**config.mk**
```make
export PLATFORM = sky130hd
export DESIGN_NAME = fwd_hazard_unit_flat
export DESIGN_NICKNAME = d
export VERILOG_FILES = /design/src/rtl/fwd_hazard_unit_if.sv /design/src/rtl/fwd_hazard_unit.sv /design/src/flat_wrapper.sv
export SDC_FILE = /design/constraint.sdc
export NUM_CORES = 1
export LEC_CHECK = 0
export ABC_AREA = 1
export CAP_MARGIN = 30
export CORE_MARGIN = 4
export CORE_UTILIZATION = 54
export DETAILED_ROUTE_END_ITERATION = 16
export PLACE_DENSITY_LB_ADDON = 0.1
export RECOVER_POWER = 25
export SKIP_CTS_REPAIR_TIMING = 1
export SLEW_MARGIN = 20
export SYNTH_ARGS = -nofsm -noshare
export SYNTH_HDL_FRONTEND = slang
export SYNTH_SLANG_ARGS = --single-unit
```
**constraint.sdc**
```tcl
create_clock -name clk_i -period 3.9 [get_ports clk_i]
set_input_delay 0.39 -clock clk_i [delete_from_list [all_inputs] [get_ports clk_i]]
set_output_delay 0.39 -clock clk_i [all_outputs]
set_load 0.01 [all_outputs]
```
**src/rtl/fwd_hazard_unit_if.sv**
```systemverilog
// Pipeline-side bundle for the forwarding/hazard unit.
// The master modport is driven by the ID/EX/LSU side and the slave modport by the hazard unit.
interface fwd_hazard_unit_if #(
    parameter int unsigned NUM_SRC = 2,
    parameter int unsigned NUM_FWD = 2,
    parameter int unsigned REG_AW  = 5,
    parameter int unsigned MAX_LD  = 4
) ();
    localparam int unsigned SW = $clog2(NUM_FWD + 1);
    localparam int unsigned CW = $clog2(MAX_LD + 1);

    logic [NUM_FWD-1:0]        fwd_wren_i;
    logic [NUM_FWD*REG_AW-1:0] fwd_rd_i;
    logic [NUM_SRC*REG_AW-1:0] ex_rs_i;
    logic [NUM_SRC*REG_AW-1:0] id_rs_i;
    logic [REG_AW-1:0]         id_rd_i;
    logic                      id_is_load_i;
    logic                      ex_is_load_i;
    logic [REG_AW-1:0]         ex_rd_i;
    logic                      ld_issue_i;
    logic [REG_AW-1:0]         ld_issue_rd_i;
    logic                      ld_ret_i;
    logic [REG_AW-1:0]         ld_ret_rd_i;
    logic [NUM_SRC*SW-1:0]     fwd_sel_o;
    logic                      stall_o;
    logic [CW-1:0]             ld_cnt_o;
    logic                      ret_err_o;
    logic [31:0]               stall_cnt_o;

    modport master (
        output fwd_wren_i, fwd_rd_i, ex_rs_i, id_rs_i, id_rd_i, id_is_load_i,
               ex_is_load_i, ex_rd_i, ld_issue_i, ld_issue_rd_i, ld_ret_i, ld_ret_rd_i,
        input  fwd_sel_o, stall_o, ld_cnt_o, ret_err_o, stall_cnt_o
    );

    modport slave (
        input  fwd_wren_i, fwd_rd_i, ex_rs_i, id_rs_i, id_rd_i, id_is_load_i,
               ex_is_load_i, ex_rd_i, ld_issue_i, ld_issue_rd_i, ld_ret_i, ld_ret_rd_i,
        output fwd_sel_o, stall_o, ld_cnt_o, ret_err_o, stall_cnt_o
    );
endinterface

```
**src/rtl/fwd_hazard_unit.sv**
```systemverilog
// EX bypass select, pending-load scoreboard and ID stall for the RV32I core.
// Optional stall-cycle counter enabled by defining FWD_PERF_CNT_EN.
module fwd_hazard_unit #(
    parameter int unsigned NUM_SRC = 2,
    parameter int unsigned NUM_FWD = 2,
    parameter int unsigned REG_AW  = 5,
    parameter int unsigned MAX_LD  = 4
) (
    input  logic                 clk_i,
    input  logic                 rst_i,
    fwd_hazard_unit_if.slave     hz
);
    localparam int unsigned SW   = $clog2(NUM_FWD + 1);
    localparam int unsigned CW   = $clog2(MAX_LD + 1);
    localparam int unsigned CW1  = CW + 1;
    localparam int unsigned NREG = 2 ** REG_AW;

    logic [NREG-1:0]       r_busy;
    logic [CW-1:0]         r_ld_cnt;
    logic                  r_ret_err;
    logic [NUM_SRC*SW-1:0] w_fwd_sel;
    logic                  w_set;
    logic                  w_ret_ok;
    logic                  w_load_use;
    logic                  w_pending;
    logic                  w_waw;
    logic                  w_cap;
    logic                  w_stall;

    // Walk oldest to youngest so the youngest matching stage overwrites the select.
    always_comb begin
        w_fwd_sel = '0;
        for (int s = 0; s < NUM_SRC; s++) begin
            for (int k = NUM_FWD - 1; k >= 0; k--) begin
                if (hz.fwd_wren_i[k] &&
                    hz.fwd_rd_i[k*REG_AW +: REG_AW] != '0 &&
                    hz.fwd_rd_i[k*REG_AW +: REG_AW] == hz.ex_rs_i[s*REG_AW +: REG_AW])
                    w_fwd_sel[s*SW +: SW] = SW'(k + 1);
            end
        end
    end

    assign w_set    = hz.ld_issue_i && (hz.ld_issue_rd_i != '0);
    assign w_ret_ok = hz.ld_ret_i && r_busy[hz.ld_ret_rd_i];

    // A return landing this cycle supplies the data, so it lifts the pending stall early.
    always_comb begin
        w_load_use = 1'b0;
        w_pending  = 1'b0;
        for (int s = 0; s < NUM_SRC; s++) begin
            if (hz.ex_is_load_i && hz.ex_rd_i != '0 &&
                hz.ex_rd_i == hz.id_rs_i[s*REG_AW +: REG_AW])
                w_load_use = 1'b1;
            if (r_busy[hz.id_rs_i[s*REG_AW +: REG_AW]] &&
                !(hz.ld_ret_i && hz.ld_ret_rd_i == hz.id_rs_i[s*REG_AW +: REG_AW]))
                w_pending = 1'b1;
        end
    end

    assign w_waw   = hz.id_is_load_i && r_busy[hz.id_rd_i];
    assign w_cap   = hz.id_is_load_i &&
                     (({1'b0, r_ld_cnt} + CW1'(hz.ld_issue_i)) >= CW1'(MAX_LD));
    assign w_stall = w_load_use || w_pending || w_waw || w_cap;

    // Clear before set so a new load to the same register keeps it busy.
    always_ff @(posedge clk_i or posedge rst_i) begin
        if (rst_i) begin
            r_busy <= '0;
        end else begin
            if (w_ret_ok)
                r_busy[hz.ld_ret_rd_i] <= 1'b0;
            if (w_set)
                r_busy[hz.ld_issue_rd_i] <= 1'b1;
        end
    end

    always_ff @(posedge clk_i or posedge rst_i) begin
        if (rst_i) begin
            r_ld_cnt  <= '0;
            r_ret_err <= 1'b0;
        end else begin
            if (hz.ld_issue_i && !w_ret_ok && r_ld_cnt < CW'(MAX_LD))
                r_ld_cnt <= r_ld_cnt + CW'(1);
            else if (w_ret_ok && !hz.ld_issue_i && r_ld_cnt != '0)
                r_ld_cnt <= r_ld_cnt - CW'(1);
            if (hz.ld_ret_i && !r_busy[hz.ld_ret_rd_i])
                r_ret_err <= 1'b1;
        end
    end

`ifdef FWD_PERF_CNT_EN
    logic [31:0] r_stall_cnt;

    always_ff @(posedge clk_i or posedge rst_i) begin
        if (rst_i)
            r_stall_cnt <= '0;
        else if (w_stall && r_stall_cnt != 32'hFFFF_FFFF)
            r_stall_cnt <= r_stall_cnt + 32'd1;
    end

    assign hz.stall_cnt_o = r_stall_cnt;
`else
    assign hz.stall_cnt_o = 32'd0;
`endif

    assign hz.fwd_sel_o = w_fwd_sel;
    assign hz.stall_o   = w_stall;
    assign hz.ld_cnt_o  = r_ld_cnt;
    assign hz.ret_err_o = r_ret_err;
endmodule
```
**src/flat_wrapper.sv**
```systemverilog
// flat-port wrapper written by rule: the top's interface ports become plain ports
module fwd_hazard_unit_flat 
#(
    parameter int unsigned NUM_SRC = 2,
    parameter int unsigned NUM_FWD = 2,
    parameter int unsigned REG_AW  = 5,
    parameter int unsigned MAX_LD  = 4
)
  (clk_i, rst_i, hz_fwd_wren_i, hz_fwd_rd_i, hz_ex_rs_i, hz_id_rs_i, hz_id_rd_i, hz_id_is_load_i, hz_ex_is_load_i, hz_ex_rd_i, hz_ld_issue_i, hz_ld_issue_rd_i, hz_ld_ret_i, hz_ld_ret_rd_i, hz_fwd_sel_o, hz_stall_o, hz_ld_cnt_o, hz_ret_err_o, hz_stall_cnt_o);
  fwd_hazard_unit_if #(.NUM_SRC(NUM_SRC), .NUM_FWD(NUM_FWD), .REG_AW(REG_AW), .MAX_LD(MAX_LD)) hz_i ();
  input  logic clk_i;
  input  logic rst_i;
  input wire logic [$bits(hz_i.fwd_wren_i)-1:0] hz_fwd_wren_i;
  input wire logic [$bits(hz_i.fwd_rd_i)-1:0] hz_fwd_rd_i;
  input wire logic [$bits(hz_i.ex_rs_i)-1:0] hz_ex_rs_i;
  input wire logic [$bits(hz_i.id_rs_i)-1:0] hz_id_rs_i;
  input wire logic [$bits(hz_i.id_rd_i)-1:0] hz_id_rd_i;
  input wire logic [$bits(hz_i.id_is_load_i)-1:0] hz_id_is_load_i;
  input wire logic [$bits(hz_i.ex_is_load_i)-1:0] hz_ex_is_load_i;
  input wire logic [$bits(hz_i.ex_rd_i)-1:0] hz_ex_rd_i;
  input wire logic [$bits(hz_i.ld_issue_i)-1:0] hz_ld_issue_i;
  input wire logic [$bits(hz_i.ld_issue_rd_i)-1:0] hz_ld_issue_rd_i;
  input wire logic [$bits(hz_i.ld_ret_i)-1:0] hz_ld_ret_i;
  input wire logic [$bits(hz_i.ld_ret_rd_i)-1:0] hz_ld_ret_rd_i;
  output wire logic [$bits(hz_i.fwd_sel_o)-1:0] hz_fwd_sel_o;
  output wire logic [$bits(hz_i.stall_o)-1:0] hz_stall_o;
  output wire logic [$bits(hz_i.ld_cnt_o)-1:0] hz_ld_cnt_o;
  output wire logic [$bits(hz_i.ret_err_o)-1:0] hz_ret_err_o;
  output wire logic [$bits(hz_i.stall_cnt_o)-1:0] hz_stall_cnt_o;
  assign hz_i.fwd_wren_i = hz_fwd_wren_i;
  assign hz_i.fwd_rd_i = hz_fwd_rd_i;
  assign hz_i.ex_rs_i = hz_ex_rs_i;
  assign hz_i.id_rs_i = hz_id_rs_i;
  assign hz_i.id_rd_i = hz_id_rd_i;
  assign hz_i.id_is_load_i = hz_id_is_load_i;
  assign hz_i.ex_is_load_i = hz_ex_is_load_i;
  assign hz_i.ex_rd_i = hz_ex_rd_i;
  assign hz_i.ld_issue_i = hz_ld_issue_i;
  assign hz_i.ld_issue_rd_i = hz_ld_issue_rd_i;
  assign hz_i.ld_ret_i = hz_ld_ret_i;
  assign hz_i.ld_ret_rd_i = hz_ld_ret_rd_i;
  assign hz_fwd_sel_o = hz_i.fwd_sel_o;
  assign hz_stall_o = hz_i.stall_o;
  assign hz_ld_cnt_o = hz_i.ld_cnt_o;
  assign hz_ret_err_o = hz_i.ret_err_o;
  assign hz_stall_cnt_o = hz_i.stall_cnt_o;
  fwd_hazard_unit #(.NUM_SRC(NUM_SRC), .NUM_FWD(NUM_FWD), .REG_AW(REG_AW), .MAX_LD(MAX_LD)) u_core (.clk_i(clk_i), .rst_i(rst_i), .hz(hz_i));
endmodule
```
==> results of run 1 <==
-- final cells by class --
type / count / share of cell area (%)
inverter: 59 / 5.021
sequential: 36 / 20.43
timing repair buffer: 74 / 16.14
multi-input combinational: 476 / 52.62
clock inverter: 3 / 2.043
clock buffer: 5 / 1.560
tap: 77 / 2.184
-- logic make-up (layout without fill, tap and decap cells) --
group | after synthesis | in the layout
DFF | 36 | 36
adders and majority gates | 1 | 1
other | 1 | 32
xor gates and xnor gates | 30 | 30
and+or+nand+nor | 276 | 276
AOI/OAI and AO/OA | 137 | 137
buffers and inverters | 111 | 141
-- worst max-delay path by stage --
stage | end | startpoint | cells after the start | slack [ns]
2_1_floorplan | u_core.hz.ld_cnt_o[2] | hz_ld_ret_rd_i[0] | 18 | 1.92
3_3_place_gp | hz_stall_o | hz_id_rd_i[0] | 12 | 0.81
3_5_place_dp | hz_stall_o | hz_id_rd_i[0] | 12 | 0.75
4_1_cts | hz_stall_o | hz_id_rd_i[0] | 12 | 0.75
5_1_grt | hz_stall_o | hz_id_rd_i[0] | 12 | 0.51
6_report | hz_stall_o | hz_id_rd_i[0] | 12 | 0.74
-- worst register-to-register path, cell delays in order (launching register included) --
cell and delay [ns]:
sky130_fd_sc_hd__dfrtp_1 0.49, sky130_fd_sc_hd__nand2_1 0.12, sky130_fd_sc_hd__nand2_1 0.05, sky130_fd_sc_hd__nand2_1 0.05
sky130_fd_sc_hd__nand2_1 0.05, sky130_fd_sc_hd__nand2_1 0.05, sky130_fd_sc_hd__nand2_1 0.05, sky130_fd_sc_hd__nor2_1 0.21
sky130_fd_sc_hd__nand2_2 0.16, sky130_fd_sc_hd__nand2_2 0.11, sky130_fd_sc_hd__nand3_2 0.11, sky130_fd_sc_hd__fa_1 0.37
sky130_fd_sc_hd__inv_1 0.08, sky130_fd_sc_hd__nand2_1 0.05, sky130_fd_sc_hd__nand2_1 0.05, sky130_fd_sc_hd__nand2_1 0.04
-- sequential cells by signal, indices dropped and copies added, names as in the netlist --
register / flops
u_core.r_busy: 32
u_core.hz.ld_cnt_o: 3
u_core.hz.ret_err_o: 1
-- Yosys cell counts --
library cell / instances
sky130_fd_sc_hd__a21oi_1: 34
sky130_fd_sc_hd__a221oi_1: 1
sky130_fd_sc_hd__a31oi_1: 2
sky130_fd_sc_hd__buf_2: 4
sky130_fd_sc_hd__buf_4: 32
sky130_fd_sc_hd__buf_6: 4
sky130_fd_sc_hd__clkbuf_1: 12
sky130_fd_sc_hd__conb_1: 1
sky130_fd_sc_hd__dfrtp_1: 36
sky130_fd_sc_hd__fa_1: 1
sky130_fd_sc_hd__inv_1: 58
sky130_fd_sc_hd__inv_2: 1
sky130_fd_sc_hd__nand2_1: 181
sky130_fd_sc_hd__nand2_2: 3
sky130_fd_sc_hd__nand3_1: 39
sky130_fd_sc_hd__nand3_2: 1
sky130_fd_sc_hd__nand3b_1: 1
sky130_fd_sc_hd__nand4_1: 7
sky130_fd_sc_hd__nor2_1: 16
sky130_fd_sc_hd__nor3_1: 22
sky130_fd_sc_hd__nor4_1: 2
sky130_fd_sc_hd__o211ai_1: 18
sky130_fd_sc_hd__o21ai_0: 72
sky130_fd_sc_hd__o21ai_1: 1
sky130_fd_sc_hd__o21bai_1: 1
sky130_fd_sc_hd__o22ai_1: 6
sky130_fd_sc_hd__o31ai_1: 1
sky130_fd_sc_hd__o41ai_1: 1
sky130_fd_sc_hd__or2_2: 2
sky130_fd_sc_hd__or4_1: 2
sky130_fd_sc_hd__xnor2_1: 16
sky130_fd_sc_hd__xor2_1: 14
-- power breakdown --
part / total (mW) / internal, mW / leakage (nW) / switching (mW)
combinational: 0.614 / 0.247 / 1.56 / 0.367
sequential: 0.617 / 0.474 / 0.413 / 0.143
clock: 0.456 / 0.320 / 0.0784 / 0.136
-- metal layers --
layer	global-route usage, %	share of wire [%]	routed length, µm
met4	10.84	2.9	348
met5	0	0	0
met2	47.62	47	5570
met3	4.667	9.8	1163
met1	37.88	40	4782
-- stage by stage --
stage	worst slack, ns	util [%]
3_5_place_dp	0.7459	65.36
4_1_cts	0.7452	67.81
6_report	0.7352	67.91
5_1_grt	0.5104	67.91
3_3_place_gp	0.8108	65.36
2_1_floorplan	1.917	-
==> results summary, run 1 <==
The flow ran to the end, and the final reports show no timing, DRC or antenna violations. The sequential cells in the finished layout cover a total of about 900 µm². The total CTS buffers is 5. Across the routed clock network, the largest skew measured is between 0.007 and 0.008 ns. The area growth from synthesis to layout came out at 19.94%. In this run the deepest clock path goes through 2 buffers.

The worst setup path is launched from an input pin. The slew of the pin with the lowest slew margin is 0.9703 ns. Setup repair after global routing left no endpoint under its margin.

The class of the worst hold path is reg2reg. Averaged over all synthesized cells, the footprint is 6.212 µm². Summed over all nets, the half-perimeter wirelength after detailed placement is a little over 9000 µm. The total leakage power came out at 2.050 nW. The synthesized-area fraction occupied by adder cells is less than 1%.

The register bit count reported by yosys is 36. The minimum setup slack among reg-to-reg paths came out at about 1.8 ns. The number of antenna violations at the first check in global routing came to 0.

By area, the combinational part of the netlist is dominated by simple AND/OR/NAND/NOR gates. The number of different library cells in the post-synthesis netlist is 32. The post-route total power came out at 1.687 mW.

The average wire per standard cell is 16.25 µm. The cell area after layout is 4410 µm². The number of hold violations in the final report is 0.

The core region is 6495 µm². The largest total area in the synthesized netlist belongs to sky130_fd_sc_hd__dfrtp_1. The CTS sink count is 36.

The largest net degree at the start of global routing is 26. Timing would allow up to 0.3160 GHz. The aggregate routed wire length came out at 11,870 µm.

The endpoint identified for the worst register-to-register timing path is u_core.hz.ld_cnt_o[2]. The count of antenna diodes in the layout is 0. The effective utilization at floorplan is 56.62%. The number of buffers added on ports is 66. The final critical path takes up 81.15% of the cycle. In this run the vertical extent of the chip is 90.52 µm. Ranked by total cell area, the synthesized netlist is headed by sky130_fd_sc_hd__dfrtp_1 24%, sky130_fd_sc_hd__nand2_1 18%, sky130_fd_sc_hd__o21ai_0 9.8%, sky130_fd_sc_hd__buf_4 6.5%, sky130_fd_sc_hd__inv_1 5.9%.

The total global routing overflow came out at 0. The startpoint of the most critical hold path is u_core.hz.ret_err_o. The tree is rooted in a sky130_fd_sc_hd__clkbuf_8.

The detailed router placed 4,201 vias in this run. Summing the areas of all compound-gate instances in the mapped netlist gives 20.48% of the synthesized area. The total number of H-tree levels came out at 2. The overall routing resource usage is between 20% and 30%.

The top cell types in the final layout, fill and taps aside, are 181 x sky130_fd_sc_hd__nand2_1, 72 x sky130_fd_sc_hd__o21ai_0, 65 x sky130_fd_sc_hd__clkdlybuf4s50_1. The data arrival time of the critical path is between 2 and 3 ns. The die area is 8194 µm². The number of inserted filler cells in the final layout is 580.

The max-slew violation count was 0. The xor-xnor portion of the synthesized cell area came out at 7.145%. The DRC marker count from the first detailed-route iteration came out at 448. Counting stages on the worst path, the most repeated cell is sky130_fd_sc_hd__nand2_1. The critical path's top delay family is buffers and inverters.

The path with the worst hold slack has its endpoint at u_core.hz.ret_err_o. The count of buffering cells on the critical path with inverters included is 3. After clock tree synthesis, the clock-pin slew on the worst setup and hold paths is approximately 0.07 ns.

Setup violations remaining at the end of the flow were counted as 0. The layout cell share with drive strength beyond 1 came out at 3.369%. The commonest non-fill, non-tap cell in the layout is sky130_fd_sc_hd__nand2_1.

The setup TNS is 0 ns. The relative max-transition margin came out at 34.82%. The detailed-route DRC error count is 0. Final hold analysis gives a worst-case slack of about 0.48 ns.

The detail-routed via count per cell came out at 5.755. For the worst-skew pair, the clock arrives at the later sink with an insertion delay of 0.29 ns. During I/O placement, the number of pins put on the boundary was 99. STA classifies the critical path endpoint as an output pin. The synthesis warning total came out at 0. The cell count of the worst hold path is 1.

The number of core rows is 29. The congestion estimate from routability-driven global placement came to 0.9092. The tool flagged a number of max-cap violations equal to 0. The number of cells produced by synthesis is 592. The number of global-route vias before repair was 4,029. The number of nets in the layout is 711. The areal power density over the cells is 382.6 nW/µm². The placed standard-cell area came out at 4245 µm². The first-pass GRT wire length came out at 19,830 µm.

The combined area of all synthesized cells is 3677 µm². The slowest stage of the critical path belongs to the cell sky130_fd_sc_hd__clkdlybuf4s50_1. The die extent in x is 90.52 µm.

The type of the worst setup path is in2out. VDD sags by at most 0.0004797 V. The clock tree from TritonCTS is built. The multi-input combinational cells in the finished layout cover a total of around 2300 µm². Walking the worst path, the cells encountered are clkdlybuf4s50_1 -> buf_4 -> a21oi_1 -> o21ai_0 -> nand3_1 -> nand3_1 -> a21oi_1 -> nor2_1 -> nand2_1 -> nand2_1 -> nand2_1 -> clkdlybuf4s50_1. For this run, the detailed router's first-pass iteration total came to 5. The post-layout minimum cycle time is 3.165 ns.

The largest fanout of any net on the critical path is 18. The remaining number of nets flagged by the antenna check after routing is 0. The sequential element share of the synthesized area came out at between 20% and 30%.

The biggest cell delay along the critical path is just under 0.7 ns. The fraction of the mapped netlist area in simple logic gates is approximately a third. The number of instances in the placed design came out at 720. In this run the biggest area consumer among cell types represents ~24% of the synthesized area. The worst register-to-register path begins at u_core.r_busy[10].

Counting cells, the worst reg-to-reg path comes to 15. The data required time at the worst endpoint came out at 3.51 ns. The finished layout holds 730 standard cells, fillers aside.

The post-synthesis mux area share came out at 0%.
(Power assumes the default switching activity.)
==> run 2, diff against run 1 <==
--- a/config.mk
+++ b/config.mk
@@ -8,7 +8,7 @@
 export ABC_AREA = 1
 export CAP_MARGIN = 30
 export CORE_MARGIN = 4
-export CORE_UTILIZATION = 54
+export CORE_UTILIZATION = 50
 export DETAILED_ROUTE_END_ITERATION = 16
 export PLACE_DENSITY_LB_ADDON = 0.1
 export RECOVER_POWER = 25
==> constraint.sdc (replaced) <==
create_clock -name clk_i -period 3 [get_ports clk_i]
set_input_delay 0.3 -clock clk_i [delete_from_list [all_inputs] [get_ports clk_i]]
set_output_delay 0.3 -clock clk_i [all_outputs]
set_load 0.01 [all_outputs]
==> results summary, run 2 (synthesis gave the netlist of run 1 again) <==
The flow ran to the end, but the final reports show violations. The checks that failed: max-capacitance violations, max-slew violations. Summed over all nets, the half-perimeter wirelength after detailed placement is 9251 µm. Setup repair after global routing left no endpoint under its margin. The wire length on met3 is approximately 1200 µm.

Leaving out fill and tap cells, the most frequent cell in the layout is sky130_fd_sc_hd__nand2_1. The combinational group share of total power is approximately two fifths. The count of antenna diodes in the layout came out at 0. The total leakage power came out at 2.080 nW. The post-route netlist has under 10% of its cells at a drive strength greater than 1. The I/O pin count came out at 99.

The relative max-transition margin came out at -25.87%. The share of total power in sequential cells came out at 39.5%. The data required time at the worst endpoint is ~2.7 ns. The ratio of final minimum period to clock period is approximately 90%. Tracing the worst setup path back leads to its startpoint at hz_id_rd_i[0]. The sequential cells in the finished layout cover a total of 900.9 µm². The total iterations of the first detailed-routing run is 5. Clock tree synthesis inserted a total of 5 buffers. The core area came out at 7214 µm². Data on the critical path arrives at its endpoint at 2.41 ns. The max-slew violation count is 37.

Compared with the post-synthesis result, the final layout area differs by 21.33%. The number of failing setup endpoints in the final timing report came out at 0. The routability-driven placement congestion ratio came out at 0.9578. The routed length on met1 came out at approximately 4900 µm. The average wire per standard cell came out at 15.35 µm. The number of nets in the layout is about 700. The switching power as a share of total power came out at 40.87%.

The post-route worst hold slack is 0.4850 ns. The total number of H-tree levels came out at 2. The CTS sink count came out at 36. For the final database, setup skew stands at 0.007967 ns. Per report_power, the clock group accounts for about a fifth of the total. The worst setup path is launched from an input pin. The total global routing overflow is 0. Once detail routing completed, the nets flagged for antenna violations numbered 0.

The startpoint of the most critical hold path is u_core.hz.ret_err_o. The clock slew seen by the registers of the worst setup and hold paths is 0.07 ns. The internal power component is about 1.2 mW.

In the layout the commonest cells are 181 x sky130_fd_sc_hd__nand2_1, 72 x sky130_fd_sc_hd__o21ai_0, 64 x sky130_fd_sc_hd__clkdlybuf4s50_1. Summed over all nets, the switching power comes to slightly above 800 µW. The class of the worst hold path is reg2reg. The first-pass GRT wire length came out at 18,730 µm. The clock latency of the later-clocked register in the worst-skew pair came out at 0.29 ns. The effective utilization at floorplan came out at between 50 and 60%. Counting flops per register, the top entry is u_core.r_busy. The critical path is of the in2out type.

The detailed-route DRC error count is 0. The filler cells instantiated in the layout total 680. The worst setup path is captured at an output pin.

The number of antenna violations at the first check in global routing was 0. The worst reg2reg path startpoint is u_core.r_busy[8]. The slew of the pin with the lowest slew margin is 1.888 ns. Global routing consumed, over all layers together, 26.72% of the routing resources. From left edge to right edge, the die measures 93.76 µm. The die area is 8791 µm². The number of global-route vias before repair came out at 3,845. The root buffer cell chosen for the clock tree is sky130_fd_sc_hd__clkbuf_8.

The timing-limited maximum frequency came out at 0.3696 GHz. For this block, the routed nets add up to between 10,000 and 15,000 µm of wire. The number of buffers added on ports is 66. Once layout is complete, the utilization of the core stands at 61.85%.

The total vias in the final route came out at ~4,200. Counting I/O delays and the setup requirement, the final critical path takes around 2.7 ns. After detailed routing, no signal wire sits above met4. The setup TNS is 0 ns. The largest fanout of any net on the critical path came out at 22. Entering global routing, the biggest net connects 37 pins.

The maximum number of buffers from clock root to sink is 2. The vertical die dimension came out at 93.76 µm. The DRC marker count from the first detailed-route iteration is roughly 340. The max capacitance violation total came out at 1. The initialized floorplan defines 31 standard-cell rows. For this design the ratio of total power to cell area is 451.9 nW/µm².

The register with the most flip-flops in the layout has 32 of them. Dividing the detail-routed via count by the number of cells gives 5.515. TritonCTS built the clock tree. The number of hold violations in the final report came to 0. The area taken by multi-input logic gates is 2321 µm². VDD sags by at most 0.0005706 V. The amount of wire on met2 after detailed routing is ~5300 µm.
==> run 2: per-layer routing <==
| layer | track usage [%] | vias to the layer above |
|---|---|---|
| li1 | - | 2036 |
| met1 | 36.46 | 1888 |
| met2 | 42.87 | 238 |
| met3 | 2.724 | 35 |
| met4 | 11.43 | 0 |
| met5 | 0 | - |
==> run 2: final timing paths <==
path | slack, ns | to | cells past startpoint
worst max-delay path | 0.29 | hz_stall_o | 13
worst min-delay path | 0.49 | u_core.hz.ret_err_o | 1
worst max register to register | 0.94 | u_core.hz.ld_cnt_o[2] | 15
worst min register to register | 0.49 | u_core.hz.ret_err_o | 1
max in group asynchronous | 0.79 | u_core.hz.ld_cnt_o[2] | 3
min in group asynchronous | 1.12 | u_core.r_busy[9] | 3
==> run 2: critical path, cell delays in order <==
cell and delay (ns):
sky130_fd_sc_hd__clkdlybuf4s50_1 0.45, sky130_fd_sc_hd__buf_4 0.22, sky130_fd_sc_hd__inv_1 0.11, sky130_fd_sc_hd__a21oi_1 0.15, sky130_fd_sc_hd__o21ai_0 0.11, sky130_fd_sc_hd__nand3_1 0.09
sky130_fd_sc_hd__nand3_1 0.07, sky130_fd_sc_hd__a21oi_1 0.14, sky130_fd_sc_hd__nor2_1 0.05, sky130_fd_sc_hd__nand2_1 0.07, sky130_fd_sc_hd__nand2_1 0.05, sky130_fd_sc_hd__nand2_1 0.06
sky130_fd_sc_hd__clkdlybuf4s50_1 0.54
==> run 2: layout make-up <==
| cell class | count | share of cell area (%) |
|---|---|---|
| inverter | 59 | 4.964 |
| timing repair buffer | 83 | 17.64 |
| clock inverter | 2 | 0.7852 |
| tap | 99 | 2.776 |
| sequential | 36 | 20.19 |
| multi-input combinational | 476 | 52.02 |
| clock buffer | 6 | 1.626 |
==> run 2: through the flow <==
step                      instances  worst slack [ns]  power, mW  area [µm²]
after CTS                       761            0.1981      2.009        4463
after floorplan                 623             1.107      1.274        3794
final                           761            0.2943      2.016        4462
after global routing            761           0.06010      2.176        4462
after global placement          753            0.3022      1.562        4355
after detailed placement        753            0.2183      1.586        4355
==> run 2: power groups by stage <==
| stage | combinational, mW | clock [mW] | sequential [mW] |
|---|---|---|---|
| floorplan | 0.545 | 0 | 0.729 |
| global placement | 0.774 | 0 | 0.788 |
| detailed placement | 0.791 | 0 | 0.795 |
| CTS | 0.798 | 0.426 | 0.784 |
| global route | 0.918 | 0.448 | 0.810 |
| finish | 0.804 | 0.416 | 0.796 |
==> run 3, diff against run 2 <==
--- a/config.mk
+++ b/config.mk
@@ -12,6 +12,7 @@
 export DETAILED_ROUTE_END_ITERATION = 16
 export PLACE_DENSITY_LB_ADDON = 0.1
 export RECOVER_POWER = 25
+export SETUP_SLACK_MARGIN = 0.02
 export SKIP_CTS_REPAIR_TIMING = 1
 export SLEW_MARGIN = 20
 export SYNTH_ARGS = -nofsm -noshare
==> results of run 3 <==
The final DEF is identical to that of run 2; final timing and power are the same.
